## config.mk

```make
export PLATFORM = sky130hd
export DESIGN_NAME = cevero_soc
export DESIGN_NICKNAME = d
export VERILOG_FILES = /design/src/rtl/cevero_soc.sv
export SDC_FILE = /design/constraint.sdc
export NUM_CORES = 1
export LEC_CHECK = 0
export ABC_AREA = 0
export CAP_MARGIN = 20
export CORE_MARGIN = 8
export CORE_UTILIZATION = 56
export DETAILED_ROUTE_END_ITERATION = 12
export PLACE_DENSITY_LB_ADDON = 0.05
export SLEW_MARGIN = 20
export SYNTH_ARGS = -nofsm -noshare
export SYNTH_HDL_FRONTEND = slang
export SYNTH_SLANG_ARGS = --single-unit
```

## constraint.sdc

```tcl
create_clock -name clk_i -period 4.3 [get_ports clk_i]
set_input_delay 0.645 -clock clk_i [delete_from_list [all_inputs] [get_ports clk_i]]
set_output_delay 0.645 -clock clk_i [all_outputs]
set_load 0.02 [all_outputs]
```

## src/rtl/cevero_soc.sv

```systemverilog
// Fault-tolerant SoC top: two lockstep micro-sequencers sum 1..N. A checker
// compares them every cycle. Core 0 stores the result and a done flag in a small RAM.
module cevero_soc #(
   parameter logic [31:0] BOOT_ADDR  = 32'h0000_0080,
   parameter int          N          = 10,
   parameter int          RAM_WORDS  = 16,
   parameter int          RESULT_IDX = 1,
   parameter int          FLAG_IDX   = 0
) (
   input  logic        clk_i,
   input  logic        rst_i,
   input  logic        fetch_enable_i,
   output logic        signal,
   output logic [31:0] mem_flag,
   output logic [31:0] mem_result,
   output logic [31:0] instr_addr_0
);
   localparam int            AW     = (RAM_WORDS > 1) ? $clog2(RAM_WORDS) : 1;
   localparam logic [AW-1:0] RES_A  = AW'(RESULT_IDX);
   localparam logic [AW-1:0] FLAG_A = AW'(FLAG_IDX);
   localparam logic [31:0]   N_W    = 32'(N);

   typedef enum logic [1:0] {
      ST_RUN        = 2'd0,
      ST_STORE_RES  = 2'd1,
      ST_STORE_FLAG = 2'd2,
      ST_DONE       = 2'd3
   } state_t;

   typedef struct packed {
      state_t      st;
      logic [31:0] pc;
      logic [31:0] acc;
      logic [31:0] i;
   } core_t;

   // One enabled step of the workload program; both cores share this definition.
   function automatic core_t core_step(input core_t c);
      core_t n;
      n = c;
      case (c.st)
         ST_RUN: begin
            n.acc = c.acc + c.i;
            n.i   = c.i + 32'd1;
            n.pc  = c.pc + 32'd4;
            if (c.i == N_W) n.st = ST_STORE_RES;
            else            n.st = ST_RUN;
         end
         ST_STORE_RES: begin
            n.pc = c.pc + 32'd4;
            n.st = ST_STORE_FLAG;
         end
         ST_STORE_FLAG: begin
            n.pc = c.pc + 32'd4;
            n.st = ST_DONE;
         end
         ST_DONE: n = c;
         default: n = c;
      endcase
      return n;
   endfunction

   state_t      r_st0, r_st1;
   logic [31:0] r_pc0, r_acc0, r_i0;
   logic [31:0] r_pc1, r_acc1, r_i1;
   logic        r_signal;
   logic [31:0] r_ram [RAM_WORDS];

   core_t         w_cur0, w_cur1, w_nxt0, w_nxt1;
   logic          w_mismatch, w_we;
   logic [AW-1:0] w_waddr;
   logic [31:0]   w_wdata;

   // Next-state of both cores, lockstep compare and core-0 write intent.
   always_comb begin
      w_cur0     = '{st: r_st0, pc: r_pc0, acc: r_acc0, i: r_i0};
      w_cur1     = '{st: r_st1, pc: r_pc1, acc: r_acc1, i: r_i1};
      w_mismatch = (w_cur0 != w_cur1);
      w_we       = 1'b0;
      w_waddr    = RES_A;
      w_wdata    = r_acc0;
      if (fetch_enable_i) begin
         w_nxt0 = core_step(w_cur0);
         w_nxt1 = core_step(w_cur1);
         case (r_st0)
            ST_STORE_RES: begin
               w_we    = 1'b1;
               w_waddr = RES_A;
               w_wdata = r_acc0;
            end
            ST_STORE_FLAG: begin
               w_we    = 1'b1;
               w_waddr = FLAG_A;
               w_wdata = 32'h0000_0001;
            end
            default: begin
               w_we    = 1'b0;
               w_waddr = RES_A;
               w_wdata = r_acc0;
            end
         endcase
      end else begin
         w_nxt0 = w_cur0;
         w_nxt1 = w_cur1;
      end
   end

   // Core registers, sticky mismatch flag and RAM; a mismatch resyncs core 1 to core 0.
   always_ff @(posedge clk_i) begin
      if (rst_i) begin
         r_st0    <= ST_RUN;
         r_pc0    <= BOOT_ADDR;
         r_acc0   <= 32'd0;
         r_i0     <= 32'd1;
         r_st1    <= ST_RUN;
         r_pc1    <= BOOT_ADDR;
         r_acc1   <= 32'd0;
         r_i1     <= 32'd1;
         r_signal <= 1'b0;
         r_ram    <= '{default: 32'h0};
      end else begin
         r_st0  <= w_nxt0.st;
         r_pc0  <= w_nxt0.pc;
         r_acc0 <= w_nxt0.acc;
         r_i0   <= w_nxt0.i;
         if (w_mismatch) begin
            r_st1    <= w_nxt0.st;
            r_pc1    <= w_nxt0.pc;
            r_acc1   <= w_nxt0.acc;
            r_i1     <= w_nxt0.i;
            r_signal <= 1'b1;
         end else begin
            r_st1    <= w_nxt1.st;
            r_pc1    <= w_nxt1.pc;
            r_acc1   <= w_nxt1.acc;
            r_i1     <= w_nxt1.i;
            r_signal <= r_signal;
         end
         if (w_we) r_ram[w_waddr] <= w_wdata;
      end
   end

   assign signal       = r_signal;
   assign mem_flag     = r_ram[FLAG_A];
   assign mem_result   = r_ram[RESULT_IDX[AW-1:0]];
   assign instr_addr_0 = r_pc0;

endmodule

```

==> summary.md, run 1 <==
In the routed design, unresolved DRC markers number 0. In the final routed layout, each cell accounts on average for 20.3 um. The total of buffers placed on input and output ports came out at 97.

Yosys attributes the largest share of cell area to sky130_fd_sc_hd__dfxtp_1 33%, sky130_fd_sc_hd__xnor2_1 7.9%, sky130_fd_sc_hd__ha_1 6.1%, sky130_fd_sc_hd__nand2_1 5.0%, sky130_fd_sc_hd__xor2_1 5.0%. Synthesis produced 1907 cells. For the final database, setup skew stands at 0.0145 ns. Data on the critical path is required at its endpoint by 4.76 ns. Slew of the pin with the lowest slew margin: 1.00 ns. The logs give 13400 for the via count of the first global-routing pass and 0.328 for the worst relative slew slack.

The sum of negative setup slack was 0 ns. The routed via count divided by cell count was 6.00; the net total in the final layout was 2035. The tools report the total grt overflow as 0. The proportion of register bits with asynchronous set or reset after synthesis is 0.

The floorplan has 61 rows. The areal power density over the cells was 399 nW/um2. The final layout contains routed wiring with a total length of 47.6 mm. Setup repair after global routing left no endpoint under its margin. Detailed routing inserted a total of 14100 vias. In this run the critical register-to-register path is captured at r_acc1[18]$_SDFFE_PP0P_.

The run gives 1211 as the initial detailed-routing violation count. The pin count of the biggest net entering global routing was 88; the final hold violation count was 0. The biggest area contributor in the post-synthesis netlist is sky130_fd_sc_hd__dfxtp_1. The repair_antennas step left the layout with diodes totalling 0. The ratio of cells with drive above 1 in the final layout came out at 0.0583. The run finished with clean final reports.

Summed over all nets, the half-perimeter wirelength after detailed placement is 35.1 mm. The deepest level of the CTS H-tree is 1. TritonCTS built the clock tree. The number of hold buffers added after CTS was 0; the clock-pin slew of the registers on the worst-case setup and hold paths was 0.06 ns. Total routing resource utilization after global routing: 0.278. The largest buffer count on any clock path was 3; the count of distinct cell types in the synthesized netlist was 74. The first global-routing pass estimated 74.4 mm of wire. In this run the most critical hold path is launched from mem_result[9]$_SDFFE_PP0P_. VDD sags by at most 311 uV. At the end of routability-driven placement, the weighted congestion stood at 0.995. The area share of the largest cell type after synthesis was 0.331; the max capacitance violation total was 0. The reg-to-reg startpoint is r_i0[0]$_SDFF_PP1_. The logs give 0.564 for the effective utilization at floorplan and 4.07 ns for the arrival time of data at the critical path endpoint. The y dimension of the die was 183 um.

The power after layout is 7.07 mW. The final count of pins violating max slew came out at 0. The number of setup buffers added after CTS was 0; the CTS sink count was 257. Along the worst path, the maximum fanout reaches 6. Setup violations remaining at the end of the flow were counted as 0. The worst hold path terminates at mem_result[9]$_SDFFE_PP0P_. Buffer type at the clock tree root: sky130_fd_sc_hd__clkbuf_16.

After clock tree synthesis, the repair step resized 0 gates. In this run, synthesis inferred 0 flip-flops with an integrated enable. The logs give 0.331 for the sequential area share after synthesis and 33300 um2 for the area enclosed by the die boundary. The cell area that synthesis handed to floorplanning was 15500 um2. Counting instances, the worst hold path has a depth of 2. The number of standard cells in the final layout excluding fillers is 2351, and the post-synthesis sequential element count is 257.

The shortest clock period the worst path allows after layout is 3.61 ns, and the number of nets with antenna violations after detailed routing is 0. After synthesis, the most frequently instantiated cells are 257 x sky130_fd_sc_hd__dfxtp_1, 208 x sky130_fd_sc_hd__nand2_1, 194 x sky130_fd_sc_hd__nor2_1, 141 x sky130_fd_sc_hd__xnor2_1, 126 x sky130_fd_sc_hd__a21oi_1. The run gives 5 as the number of detailed-routing iterations run before antenna repair. The endpoint kind of the worst setup timing path was a register. After floorplanning, the core was sized to cover 27600 um2. For the worst hold slack across all endpoints, the log shows 0.450 ns. The run gives 0.277 GHz as the highest clock frequency the design can meet. Each instance of the synthesized netlist takes up on average 8.15 um2.

The final cycle utilization of the critical path works out to 0.840. Dominant register cell in the synthesized netlist: sky130_fd_sc_hd__dfxtp_1. The register-to-register path setup slack was 0.69 ns.

The number of placed I/O pins is 100, and the cell count after placement is 2302. The analysis attributes to cell leakage a power of 6.90 nW. The tools report the initial antenna violation count as 1. Cell with the most instances after synthesis: sky130_fd_sc_hd__dfxtp_1. The path class of the tightest hold or removal check is register to register. The total clock buffers created by CTS is 28. STA classifies the critical path startpoint as a register. For this run, the number of Yosys warnings is 0. The clock reaches the later pin of the worst-skew pair after 0.56 ns. Compared with the post-synthesis result, the final layout area differs by 14.0%.

The die is 183 um wide. Measured in cells, the most critical reg-to-reg path has a length of 11. The critical path class was register to register.
[how the worst max path moves through the flow]
stage | startpoint | endpoint | slack, ns | depth (start not counted)
global route | r_i0[0]$_SDFF_PP1_ | r_acc1[18]$_SDFFE_PP0P_ | 0.49 | 11
finish | r_i0[0]$_SDFF_PP1_ | r_acc1[18]$_SDFFE_PP0P_ | 0.69 | 11
detailed placement | r_i0[0]$_SDFF_PP1_ | r_acc1[18]$_SDFFE_PP0P_ | 0.83 | 11
global placement | r_i0[0]$_SDFF_PP1_ | r_acc1[18]$_SDFFE_PP0P_ | 0.89 | 11
floorplan | r_i0[0]$_SDFF_PP1_ | r_acc1[18]$_SDFFE_PP0P_ | 1.34 | 11
CTS | r_i0[0]$_SDFF_PP1_ | r_acc1[18]$_SDFFE_PP0P_ | 0.80 | 11
[flip-flops by register name (all words and copies together) (netlist names), 30 cells and up]
| register | count |
|---|---|
| r_acc1 | 32 |
| mem_flag | 32 |
| instr_addr_0 | 30 |
| r_i1 | 32 |
| r_pc1 | 30 |
| r_i0 | 32 |
| r_acc0 | 32 |
| mem_result | 32 |
[layout by cell type (no fill, tap or decap), types with 31 or more instances in the layout]
cell type / Yosys / final
sky130_fd_sc_hd__a211oi_1: 59 / 59
sky130_fd_sc_hd__a21o_1: 31 / 31
sky130_fd_sc_hd__a21oi_1: 126 / 126
sky130_fd_sc_hd__and2_1: 58 / 58
sky130_fd_sc_hd__and3_1: 32 / 32
sky130_fd_sc_hd__clkdlybuf4s50_1: 0 / 96
sky130_fd_sc_hd__dfxtp_1: 257 / 257
sky130_fd_sc_hd__ha_1: 76 / 76
sky130_fd_sc_hd__inv_1: 38 / 38
sky130_fd_sc_hd__nand2_1: 208 / 207
sky130_fd_sc_hd__nand3_1: 57 / 57
sky130_fd_sc_hd__nand4_1: 53 / 53
sky130_fd_sc_hd__nor2_1: 194 / 193
sky130_fd_sc_hd__nor3_1: 38 / 38
sky130_fd_sc_hd__o21ai_0: 59 / 59
sky130_fd_sc_hd__xnor2_1: 141 / 141
sky130_fd_sc_hd__xor2_1: 89 / 89
[final cells by class]
cell class	count	area (um2)
multi-input combinational	1507	9810
sequential	257	5140
fill	2458	9840
tap	378	473
clock buffer	37	806
inverter	39	149
clock inverter	12	163
timing repair buffer	121	1160
[cell families (layout without fill, tap and decap cells)]
logic type,after synthesis,in the layout,synth area share
adder cells (fa/ha/maj),78,78,0.0638
AND/OR/NAND/NOR,732,732,0.227
AO/OA/AOI/OAI,445,445,0.197
flip-flops,257,257,0.331
multiplexers,20,20,0.0130
other,1,2,0.000241
XOR/XNOR,230,230,0.130
buffers and inverters,144,209,0.0381
[worst max-delay path, cell delays in order, from the launching register on]
cell and delay (ns):
sky130_fd_sc_hd__dfxtp_1 0.37, sky130_fd_sc_hd__ha_1 0.26, sky130_fd_sc_hd__fa_1 0.46, sky130_fd_sc_hd__a211oi_1 0.33, sky130_fd_sc_hd__o21bai_1 0.19, sky130_fd_sc_hd__a31oi_1 0.40, sky130_fd_sc_hd__o211ai_1 0.18, sky130_fd_sc_hd__a2111oi_0 0.63
sky130_fd_sc_hd__o41ai_1 0.17, sky130_fd_sc_hd__xor2_1 0.15, sky130_fd_sc_hd__nand2_1 0.09, sky130_fd_sc_hd__a311oi_1 0.27
[stage by stage]
stage,area (um2),setup slack (ns),util
6_report,17700,0.690,0.643
5_1_grt,17700,0.491,0.643
4_1_cts,17700,0.798,0.643
3_5_place_dp,16700,0.829,0.608
3_3_place_gp,16700,0.894,0.608
2_1_floorplan,15500,1.34,-
[power by group]
group | switching (mW) | total (mW) | internal [mW]
Combinational | 1.07 | 1.71 | 0.638
Clock | 1.01 | 2.56 | 1.54
Sequential | 0.263 | 2.80 | 2.54
Total | 2.35 | 7.07 | 4.72
[per-layer routing]
metal  track usage  wire length [um]
met1         0.377             21300
met2         0.444             21100
met3        0.0457              3840
met4        0.0882              1370
met5             0                13
Power figures use the tool's default switching activity.
==> inputs of run 2 (changes only) <==
CORE_UTILIZATION = 55   (was 56)
clock period = 3 ns   (was 4.3 ns; I/O delays follow)
==> run 2 against run 1 <==
Compared with the run above: power rose by 50%; die area rose by 1.7%; via count rose by 4.3%; critical path depth did not move; first-iteration DRC count fell by 9.2%; global-route usage rose by 0.38 points; worst hold slack got worse by 0.20 ns; fmax rose by 23%; clock skew rose by 0.0058 ns; count of clock-buffer cells in the layout rose by 5; cell area rose by 7.7%.
==> summary.md, run 2 (synthesis gave the netlist of run 1 again) <==
The run finished with clean final reports. Once detail routing completed, the nets flagged for antenna violations numbered 0. Clock-pin slew was measured on the worst setup and hold paths at 0.06 ns. After detailed routing, the average wire length per cell comes to 19.8 um. The initialized floorplan defines 61 standard-cell rows. For the initial antenna violation count, the log shows 0.

The logs give 2413 for the number of filler cells placed in the layout and 434 uV for the worst IR drop on VDD. After the first detailed-routing iteration, the DRC count stood at 1100. The final cycle utilization of the critical path is 0.979, and the worst relative slew slack is 0.553. The first detailed-routing pass took 5 iterations.

The repair_antennas step left the layout with diodes totalling 0. The total of buffers placed on input and output ports was 97; the CTS sink count was 257. The ratio of cells with drive above 1 in the final layout came out at 0.137.

The top layer reached by signal wires was met4. The tools report the routed length on met2 as 21.6 mm. The run gives 100 as the number of placed I/O pins.

The areal power density over the cells works out to 556 nW/um2. The die covers 33900 um2. The worst setup path is launched from a register. The clock arrives with 0.0204 ns of skew.

The die is 184 um tall. The tools report the final hold violation count as 0. In this run the static leakage power is 7.71 nW. At the worst endpoint, the required time is 3.43 ns. Pin count of the biggest net entering global routing: 71.

The max capacitance violation total was 0; the shortest clock period the worst path allows after layout was 2.94 ns. The critical path is of the register to register type. The routed via count divided by cell count came out at 5.89. Setup violations remaining at the end of the flow were counted as 0. From synthesis to final layout, the design area changed by 22.8%.

Minimum setup slack in the final design: 0.0634 ns. The library cells used most frequently in the layout, excluding fill and tap cells, are 250 x sky130_fd_sc_hd__dfxtp_1, 207 x sky130_fd_sc_hd__nand2_1, 193 x sky130_fd_sc_hd__nor2_1. The total grt overflow is 0. The effective utilization at floorplan was 0.559. The total routing resource utilization after global routing was 0.282.

In the final routing, the length of wire on met1 measures 22.4 mm. At the pin with the least slew margin, the transition time is 0.669 ns. Of all nets on the critical path, the largest fanout is 37. The final count of pins violating max slew was 0.

The run gives 0.58 ns as the source-to-sink clock delay at the later pin of the worst-skew pair. Before CTS, the worst setup slack after placement is -0.107 ns. TritonCTS built the clock tree. The run gives 0 as the remaining routing DRC violations.

STA classifies the critical path endpoint as a register. The first global-routing pass estimated 75.8 mm of wire. The total length of routed met3 wires is 3.81 mm. Worst hold slack across all endpoints: 0.247 ns. The tools report the via count of the first global-routing pass as 13700.

For the via count, the log shows 14700. The largest buffer count on any clock path came out at 3. Setup repair after global routing could not meet its margin everywhere. Half-perimeter wire length after placement: 37.9 mm. Data arrives at the worst endpoint at 3.37 ns. Class of the tightest hold or removal check: input port to register. The width of the die is 184 um.

The tree is rooted in a sky130_fd_sc_hd__clkbuf_16. The run gives 1 as the deepest level of the CTS H-tree. For this block, the routed nets add up to 49.5 mm of wire.

The floorplan step defined a core boundary enclosing 27800 um2. The highest clock frequency the design can meet is 0.341 GHz, and the final RePlAce weighted congestion is 0.977. The library cell used most frequently in the layout, excluding fill and tap cells, is sky130_fd_sc_hd__dfxtp_1.

In this run, CTS created clock tree buffers numbering 29. The net total in the final layout is 2182.
## run 2: worst paths after layout
path / start / to / slack (ns) / cells past startpoint
setup / recovery: r_acc1[18]$_SDFFE_PP0P_ / r_i1[23]$_SDFFE_PP0P_ / 0.06 / 11
setup reg to reg: r_acc1[18]$_SDFFE_PP0P_ / r_i1[23]$_SDFFE_PP0P_ / 0.06 / 11
hold reg to reg: mem_result[21]$_SDFFE_PP0P_ / mem_result[21]$_SDFFE_PP0P_ / 0.45 / 2
hold / removal: rst_i / r_i0[16]$_SDFF_PP0_ / 0.25 / 2
## run 2: layout make-up
cell class / instances / area, um2 / share of cell area
multi-input cells: 1507 / 9960 / 0.522
flip-flops and latches: 257 / 5150 / 0.270
repair buffers: 267 / 2380 / 0.125
clock buffers: 42 / 855 / 0.0448
well taps: 378 / 473 / 0.0248
inverters: 39 / 149 / 0.00780
clock inverters: 8 / 105 / 0.00551
## run 2: per-stage QoR
| step | instances | setup TNS (ns) | total power, mW | util | cell area, um2 |
|---|---|---|---|---|---|
| 2_1_floorplan | 1908 | 0 | 5.79 | - | 15500 |
| 3_3_place_gp | 2446 | -0.0948 | 6.93 | 0.646 | 17900 |
| 3_5_place_dp | 2446 | -0.278 | 6.96 | 0.646 | 17900 |
| 4_1_cts | 2496 | 0 | 10.6 | 0.681 | 18900 |
| 5_1_grt | 2498 | -0.332 | 11.0 | 0.687 | 19100 |
| 6_report | 2498 | 0 | 10.6 | 0.687 | 19100 |
## run 2: per-layer routing
metal / track usage / vias to the layer above
met4: 0.101 / 0
li1: - / 7165
met5: 0 / -
met2: 0.444 / 543
met1: 0.385 / 6905
met3: 0.0415 / 94
## run 2: critical path: stages (launching register included)
cell	delay, ns
sky130_fd_sc_hd__dfxtp_1	0.35
sky130_fd_sc_hd__xnor2_1	0.49
sky130_fd_sc_hd__nand4_1	0.19
sky130_fd_sc_hd__nor4_1	0.34
sky130_fd_sc_hd__nand3_1	0.21
sky130_fd_sc_hd__nor4_4	0.37
sky130_fd_sc_hd__buf_4	0.22
sky130_fd_sc_hd__inv_4	0.05
sky130_fd_sc_hd__buf_12	0.17
sky130_fd_sc_hd__buf_4	0.18
sky130_fd_sc_hd__nor2_1	0.15
sky130_fd_sc_hd__a211oi_2	0.07
## run 2: power breakdown
part	switching, mW	internal [mW]	total (mW)
clock	1.49	2.14	3.62
combinational	1.77	1.30	3.07
sequential	0.265	3.64	3.91
## run 2: timing repair
item,in CTS,in global routing
pin swaps,1,14
buffers inserted,0,2
resized for setup,4,36
hold buffers,0,0
endpoints found under the setup margin,7,72
